===== config.mk =====
export PLATFORM = sky130hd
export DESIGN_NAME = tsense_seq
export DESIGN_NICKNAME = d
export VERILOG_FILES = /design/src/rtl/tsense_seq.sv
export SDC_FILE = /design/constraint.sdc
export NUM_CORES = 1
export LEC_CHECK = 0
export BUFFER_PORTS_ARGS = -buffer_cell sky130_fd_sc_hd__buf_2
export CAP_MARGIN = 15
export CORE_ASPECT_RATIO = 1.25
export CORE_UTILIZATION = 59
export DETAILED_ROUTE_END_ITERATION = 16
export GPL_TIMING_DRIVEN = 1
export PLACE_DENSITY = 0.78
export SETUP_SLACK_MARGIN = 0.1
export SKIP_CTS_REPAIR_TIMING = 1
export SYNTH_ARGS = -nofsm -noshare
export SYNTH_HDL_FRONTEND = slang
export SYNTH_SLANG_ARGS = --single-unit

===== constraint.sdc =====
create_clock -name clk -period 2.1 [get_ports clk]
set_input_delay 0.105 -clock clk [delete_from_list [all_inputs] [get_ports clk]]
set_output_delay 0.105 -clock clk [all_outputs]
set_load 0.01 [all_outputs]

===== src/rtl/tsense_seq.sv =====
// Temperature-sensor measurement sequencer: settle, gated comparator-high count, registered result.
// Optional build macro TSENSE_AVG_EN averages four consecutive windows into each published result.
module tsense_seq #(
   parameter int unsigned WINDOW = 5907,
   parameter int unsigned SETTLE = 64,
   parameter int unsigned CW     = 8
) (
   input  logic          clk,
   input  logic          rst,
   input  logic          start,
   input  logic          continuous,
   input  logic          voutc,
   output logic          sensor_en,
   output logic          busy,
   output logic [CW-1:0] result,
   output logic          valid,
   output logic          ovf
);

   localparam logic [14:0]   WinLoad = 15'(WINDOW - 1);
   localparam logic [9:0]    SetLoad = 10'(SETTLE - 1);
   localparam logic [CW-1:0] ResMax  = '1;

   typedef enum logic [1:0] {StIdle, StSettle, StCount, StDone} state_e;

   state_e        state_q;
   logic          meta_q;
   logic          vs_q;
   logic [9:0]    set_cnt_q;
   logic [14:0]   win_cnt_q;
   logic [CW:0]   acc_q;
   logic [CW:0]   acc_inc;

   // Accumulator sticks once its top bit is set, i.e. at a true count of 2^CW.
   always_comb begin
      acc_inc = acc_q + {{CW{1'b0}}, (vs_q & ~acc_q[CW])};
   end

`ifdef TSENSE_AVG_EN
   logic [1:0]    win_idx_q;
   logic [CW+2:0] sum_q;
   logic [CW+2:0] sum_win;
   logic [CW:0]   avg;
   logic          ovf_any_q;

   always_comb begin
      sum_win = sum_q + {2'b00, acc_inc};
      avg     = sum_q[CW+2:2];
   end
`endif

   always_ff @(posedge clk) begin
      if (rst) begin
         state_q   <= StIdle;
         meta_q    <= 1'b0;
         vs_q      <= 1'b0;
         set_cnt_q <= '0;
         win_cnt_q <= '0;
         acc_q     <= '0;
         sensor_en <= 1'b0;
         busy      <= 1'b0;
         result    <= '0;
         valid     <= 1'b0;
         ovf       <= 1'b0;
`ifdef TSENSE_AVG_EN
         win_idx_q <= '0;
         sum_q     <= '0;
         ovf_any_q <= 1'b0;
`endif
      end else begin
         meta_q <= voutc;
         vs_q   <= meta_q;
         valid  <= 1'b0;
         unique case (state_q)
            StIdle: begin
               if (start) begin
                  state_q   <= StSettle;
                  set_cnt_q <= SetLoad;
                  sensor_en <= 1'b1;
                  busy      <= 1'b1;
               end
            end
            StSettle: begin
               if (set_cnt_q == '0) begin
                  state_q   <= StCount;
                  win_cnt_q <= WinLoad;
                  acc_q     <= '0;
`ifdef TSENSE_AVG_EN
                  win_idx_q <= '0;
                  sum_q     <= '0;
                  ovf_any_q <= 1'b0;
`endif
               end else begin
                  set_cnt_q <= set_cnt_q - 10'd1;
               end
            end
            StCount: begin
               acc_q <= acc_inc;
               if (win_cnt_q == '0) begin
`ifdef TSENSE_AVG_EN
                  sum_q     <= sum_win;
                  ovf_any_q <= ovf_any_q | acc_inc[CW];
                  if (win_idx_q != 2'd3) begin
                     // Intermediate window: restart the gate without a publish cycle.
                     win_idx_q <= win_idx_q + 2'd1;
                     win_cnt_q <= WinLoad;
                     acc_q     <= '0;
                  end else begin
                     state_q <= StDone;
                  end
`else
                  state_q <= StDone;
`endif
               end else begin
                  win_cnt_q <= win_cnt_q - 15'd1;
               end
            end
            StDone: begin
               valid <= 1'b1;
`ifdef TSENSE_AVG_EN
               result <= avg[CW] ? ResMax : avg[CW-1:0];
               ovf    <= ovf_any_q;
`else
               result <= acc_q[CW] ? ResMax : acc_q[CW-1:0];
               ovf    <= acc_q[CW];
`endif
               if (continuous) begin
                  state_q   <= StCount;
                  win_cnt_q <= WinLoad;
                  acc_q     <= '0;
`ifdef TSENSE_AVG_EN
                  win_idx_q <= '0;
                  sum_q     <= '0;
                  ovf_any_q <= 1'b0;
`endif
               end else begin
                  state_q   <= StIdle;
                  sensor_en <= 1'b0;
                  busy      <= 1'b0;
               end
            end
            default: state_q <= StIdle;
         endcase
      end
   end

endmodule


======== After elaboration in Yosys (flattened, before gate mapping) ========
Cells that the tools add are included.
storage, ports and cells
  output and inout bits ................... 12
  input port bits ......................... 5
  flip-flop bits (word level) ............. 49
operators by class
  bitwise logic cells ..................... 2
  equality and inequality tests ........... 10
  mux-type cells .......................... 20
  add/sub/neg operators ................... 3
  reductions and logical operators ........ 11
operator list
  operator                 count
  $mux W15                 3
  $pmux W15 S3             1
  $pmux W9 S3              1
  $mux W10                 2
  $pmux W10 S2             1
  $mux W9                  2
  $logic_not A15 Y1        1
  $sub A15 B1 Y15 const B  1
  $ne A2 B2 Y1 const B     7
  $reduce_and A3 Y1        4
  $logic_not A10 Y1        1
  $sub A10 B1 Y10 const B  1
  $add A9 B1 Y9            1
  $mux W2                  4
  $mux W8                  1
  $pmux W2 S4              1
  $eq A2 B2 Y1 const B     2
  $reduce_and A4 Y1        1
  $reduce_bool A2 Y1       2
  $mux W1                  3
  $reduce_bool A3 Y1       1
  $eq A2 B1 Y1 const B     1
  $logic_not A2 Y1         1
  $pmux W1 S2              1
  other kinds (2)          2

======== Longest topological paths before layout ========
  depth in word-level cells ............... 4
  gate-level depth with buffers ........... 8
  gate-level depth less buffers ........... 7

======== Worst setup path before layout ========
No wires, ideal clock.
  kind .................................... register to register
  from .................................... register set_cnt_q[5]
  to ...................................... register win_cnt_q[14]
  stages on the path, launching flop included .. 7
  path slack .............................. 0.167 ns
  setup time .............................. 0.115 ns
  data required time ...................... 1.985 ns
  arrival ................................. 1.818 ns
  buffers on the path ..................... 1
  period minus slack after synthesis ...... 1.933 ns
  cell sequence ........................... dfxtp_1 > nor4_4 > a41o_2 > buf_6 > nand4b_4 > or4_1 > and3_1
on the way
  longest elaborated chain between the ends .. 3
RTL lines
  item                         line  RTL
  start, declared              29    logic [9:0] set_cnt_q;
  start signal, assigned       78    set_cnt_q <= SetLoad;
  start signal, assigned       94    set_cnt_q <= set_cnt_q - 10'd1;
  $logic_not A10 Y1            84    if (set_cnt_q == '0) begin
  $ne A2 B2 Y1 (no line)       -
  $reduce_and A4 Y1 (no line)  -
  end signal, assigned         86    win_cnt_q <= WinLoad;
  end signal, assigned         115   win_cnt_q <= win_cnt_q - 15'd1;
  end signal, assigned         129   win_cnt_q <= WinLoad;
  end, declared                30    logic [14:0] win_cnt_q;
Every way passes these cells.
A chain may end at the register's enable or synchronous reset.

======== Final worst setup path ========
  from .................................... register set_cnt_q[9]
  to ...................................... register win_cnt_q[14]
Same word-level chain as after synthesis.

==> impl_results.html <==
<table>
<tr><th>Metric</th><th>Value</th></tr>
<tr><th colspan="2">Yosys</th></tr>
<tr><td>Net count after synthesis</td><td>279</td></tr>
<tr><td>Count of different cell masters after synthesis</td><td>49</td></tr>
<tr><td>Share of the yosys chip area belonging to registers</td><td>0.4226</td></tr>
<tr><td>Proportion of netlist area held by the largest area contributor</td><td>0.4226</td></tr>
<tr><td>Number of enable flip-flop cells after synthesis</td><td>0</td></tr>
<tr><td>Largest area contributor in the synthesized netlist</td><td>dfxtp_1</td></tr>
<tr><td>Leading cell type by number of instances after synthesis</td><td>dfxtp_1</td></tr>
<tr><td>Synth Warn #</td><td>0</td></tr>
<tr><td>Most frequent cells after synthesis</td><td>dfxtp_1, nor2_1, nor3_1, nand2_1, a21oi_1</td></tr>
<tr><td>Leading register cell type out of synthesis</td><td>dfxtp_1</td></tr>
<tr><td>Syn avg cell area</td><td>8.596 µm²</td></tr>
<tr><td>Fraction of synthesis flops using an asynchronous set or reset pin</td><td>0</td></tr>
<tr><td>Number of cells produced by synthesis</td><td>270</td></tr>
<tr><td>Cell area after synthesis</td><td>2321 µm²</td></tr>
<tr><td>FF+latch count, synth</td><td>49</td></tr>
<tr><td>Synth top area cells</td><td>dfxtp_1, nor3_1, nor2_1, xor2_1, a21oi_1</td></tr>
<tr><th colspan="2">Clocking</th></tr>
<tr><td>Reg clk slew, reported paths</td><td>0.10 ns</td></tr>
<tr><td>Worst-Skew Late Latency</td><td>0.31 ns</td></tr>
<tr><td>Number of buffers on the longest clock path</td><td>2</td></tr>
<tr><td>TritonCTS Sinks</td><td>49</td></tr>
<tr><td>Number of H-tree branching levels</td><td>2</td></tr>
<tr><td>Number of buffers inserted during clock tree synthesis</td><td>5</td></tr>
<tr><td>Clock root buffer master</td><td>clkbuf_8</td></tr>
<tr><td>CTS tree</td><td>yes</td></tr>
<tr><th colspan="2">Floorplan</th></tr>
<tr><td>Vertical die dimension</td><td>72.13 µm</td></tr>
<tr><td>X dimension of the die</td><td>58.10 µm</td></tr>
<tr><td>Core area</td><td>3785 µm²</td></tr>
<tr><td>Starting Density</td><td>0.6132</td></tr>
<tr><td>Row count</td><td>25</td></tr>
<tr><td>Boundary Pins</td><td>17</td></tr>
<tr><td>Die ar.</td><td>4190 µm²</td></tr>
<tr><th colspan="2">Critical path</th></tr>
<tr><td>Critical-path cell with the highest stage delay</td><td>or4_1</td></tr>
<tr><td>Arrival time of the worst setup path</td><td>2.15 ns</td></tr>
<tr><td>CP Capture Type</td><td>register</td></tr>
<tr><td>Worst setup path class</td><td>register to register</td></tr>
<tr><td>Required time at the endpoint of the critical path</td><td>2.32 ns</td></tr>
<tr><td>Start point of the critical path</td><td>set_cnt_q[9]</td></tr>
<tr><td>Critical-path maximum fanout</td><td>6</td></tr>
<tr><td>Critical path cell sequence</td><td>nor4_4, a41o_2, buf_6, nand4b_4, or4_1, and3_1</td></tr>
<tr><td>Crit path launch type</td><td>register</td></tr>
<tr><td>Crit path largest cell delay</td><td>0.41 ns</td></tr>
<tr><td>Launch point of the worst reg-to-reg path</td><td>set_cnt_q[9]</td></tr>
<tr><th colspan="2">Placed design</th></tr>
<tr><td>Count of input and output buffers</td><td>16</td></tr>
<tr><td>Pre-CTS WS</td><td>0.06500 ns</td></tr>
<tr><td>GP Congestion</td><td>0.8657</td></tr>
<tr><td>DP Wirelength</td><td>3.325 mm</td></tr>
<tr><th colspan="2">Detailed routing</th></tr>
<tr><td>Number of optimization iterations in the first detailed-route pass</td><td>4</td></tr>
<tr><td>Total vias in the final route</td><td>1984</td></tr>
<tr><td>Avg Vias per Cell</td><td>5.669</td></tr>
<tr><td>Starting DRT DRC Count</td><td>141</td></tr>
<tr><td>WL per Instance</td><td>14.47 µm</td></tr>
<tr><td>DRC Markers</td><td>0</td></tr>
<tr><td>Residual antenna-violating net count after detailed routing</td><td>0</td></tr>
<tr><td>Routed wire length</td><td>5.064 mm</td></tr>
<tr><th colspan="2">Global route</th></tr>
<tr><td>Number of antenna violations at the first check in global routing</td><td>0</td></tr>
<tr><td>Number of global-route vias before repair</td><td>1725</td></tr>
<tr><td>Global route overflow</td><td>0</td></tr>
<tr><td>Pin count of the biggest net entering global routing</td><td>20</td></tr>
<tr><td>Global-route total usage across every layer</td><td>0.2380</td></tr>
<tr><td>Global-route wire length before repair</td><td>7.748 mm</td></tr>
<tr><th colspan="2">Timing</th></tr>
<tr><td>Summed negative setup slack over all endpoints</td><td>0 ns</td></tr>
<tr><td>Number of hold violations in the final report</td><td>0</td></tr>
<tr><td>Post-route clock skew</td><td>0.01124 ns</td></tr>
<tr><td>Crit share post-route</td><td>0.9195</td></tr>
<tr><td>Worst-case headroom to the max-slew limit</td><td>0.6264</td></tr>
<tr><td>Final setup slack of the worst path</td><td>0.1690 ns</td></tr>
<tr><td>Unrepaired setup endpoints after global routing</td><td>true</td></tr>
<tr><td>Final setup viols</td><td>0</td></tr>
<tr><td>F_max</td><td>517.9 MHz</td></tr>
<tr><td>Final Max Slew Viols</td><td>0</td></tr>
<tr><td>Worst-margin pin slew</td><td>0.5605 ns</td></tr>
<tr><td>Clock period minus final worst setup slack</td><td>1.931 ns</td></tr>
<tr><th colspan="2">Finish</th></tr>
<tr><td>Number of antenna repair diodes</td><td>0</td></tr>
<tr><td>Share of cells above drive strength 1</td><td>0.1993</td></tr>
<tr><td>Final nets</td><td>304</td></tr>
<tr><td>Area grow syn2layout</td><td>16.93%</td></tr>
<tr><td>Layout filler cell count</td><td>284</td></tr>
<tr><th colspan="2">Power and ir drop</th></tr>
<tr><td>Maximum VDD drop</td><td>0.9998 mV</td></tr>
<tr><td>Lkg Pwr</td><td>1.112 nW</td></tr>
<tr><td>Cell Int Power</td><td>2.343 mW</td></tr>
<tr><td>Proportion of power drawn by the clock network</td><td>0.217</td></tr>
<tr><td>Net load switching power</td><td>1.396 mW</td></tr>
<tr><td>Net switching share of the total power</td><td>0.3733</td></tr>
<tr><td>Combinational share of power</td><td>0.426</td></tr>
<tr><td>Tot Pwr</td><td>3.739 mW</td></tr>
<tr><td>Portion of total power attributed to sequential cells</td><td>0.358</td></tr>
<tr><td>Power per cell area</td><td>1378 nW/µm²</td></tr>
<tr><th colspan="2">Run status</th></tr>
<tr><td>Result of the run</td><td>completed</td></tr>
<tr><th colspan="2">Job</th></tr>
<tr><td>Max Cap Viol</td><td>0</td></tr>
<tr><th colspan="2">Hold path</th></tr>
<tr><td>Path class of the lowest-slack min-delay path</td><td>input pin to register</td></tr>
<tr><td>Hold path startpoint</td><td>voutc</td></tr>
</table>
-- path summary, 6_finish.rpt --
check                  endpoint  slack, ns  depth (start not counted)
hold reg to reg            vs_q       0.45                          1
setup reg to reg  win_cnt_q[14]       0.17                          6
setup / recovery  win_cnt_q[14]       0.17                          6
hold / removal           meta_q      0.004                          2
-- final cells by class --
| type | instances | area, µm² | share of cell area |
|---|---|---|---|
| Clock buffer | 5 | 68.82 | 0.02536 |
| Inverter | 7 | 26.28 | 0.009682 |
| Clock inverter | 3 | 68.82 | 0.02536 |
| Multi-Input combinational cell | 198 | 1277 | 0.4707 |
| Timing Repair Buffer | 34 | 219.0 | 0.08068 |
| Sequential cell | 49 | 985.9 | 0.3633 |
| Tap cell | 54 | 67.56 | 0.02490 |
-- per-layer routing --
metal	vias to the layer above	share of wire	GRT usage
met2	44	0.50	0.4023
met3	6	0.036	0.05348
met1	904	0.45	0.2964
met5	-	0	0
met4	0	0.012	0.08201
li1	1030	-	-
-- cells in the final DEF (no fill, tap or decap), drive strengths merged, types with 2 or more instances in the layout --
master and n:
inv 8, nor2b 4, nor3 27, a21oi 15, bufinv 2, o31ai 4
a211oi 2, buf 34, mux2i 2, and4 2, and3 2, a31oi 4
nand4 6, o211ai 3, or3 9, dfxtp 49, ha 4, nand3 7
xor2 9, nand2b 4, nand2 19, and2 2, o41ai 2, or4 7
clkbuf 5, nor2 32, nor4 6, o21ai 4, or2 3, nand3b 3
xnor2 3
-- power groups by stage --
stage | sequential, mW | combinational [mW] | clock, mW
2_1_floorplan | 1.28 | 1.10 | 0
3_3_place_gp | 1.32 | 1.43 | 0
3_5_place_dp | 1.32 | 1.46 | 0
4_1_cts | 1.30 | 1.47 | 0.816
5_1_grt | 1.37 | 1.75 | 0.857
6_report | 1.34 | 1.59 | 0.810
-- sequential cells by signal (all words and copies together) (netlist names) --
signal / count
win_cnt_q: 15
ovf: 1
valid: 1
state_q: 2
result: 8
meta_q: 1
busy: 1
set_cnt_q: 10
acc_q: 9
vs_q: 1
-- metrics by stage --
stage	area [µm²]	cells	utilization	hold WS, ns
floorplan	2321	270	-	0.2332
global placement	2494	338	0.6588	0.3127
detailed placement	2494	338	0.6588	0.3209
CTS	2631	346	0.6952	0.0009502
global route	2714	350	0.7170	0.01491
finish	2714	350	0.7170	0.003724
-- worst max-delay path: cells and delay by family, from the launching register on --
kind / cells / cell delay [ns]
compound gates: 1 / 0.28
buf+inv: 1 / 0.13
flops: 1 / 0.37
simple gates: 4 / 1.05
-- cells by family after synthesis --
logic type               after synthesis  share of synthesized area
AND/OR/NAND/NOR                      136                     0.3245
flip-flops                            49                     0.4226
AO/OA/AOI/OAI                         43                     0.1283
buffers and inverters                 24                    0.04906
XOR/XNOR                              12                    0.04529
adder cells (fa/ha/maj)                4                    0.02156
multiplexers                           2                   0.008626
Note: power is estimated with default switching activity, not from simulation.
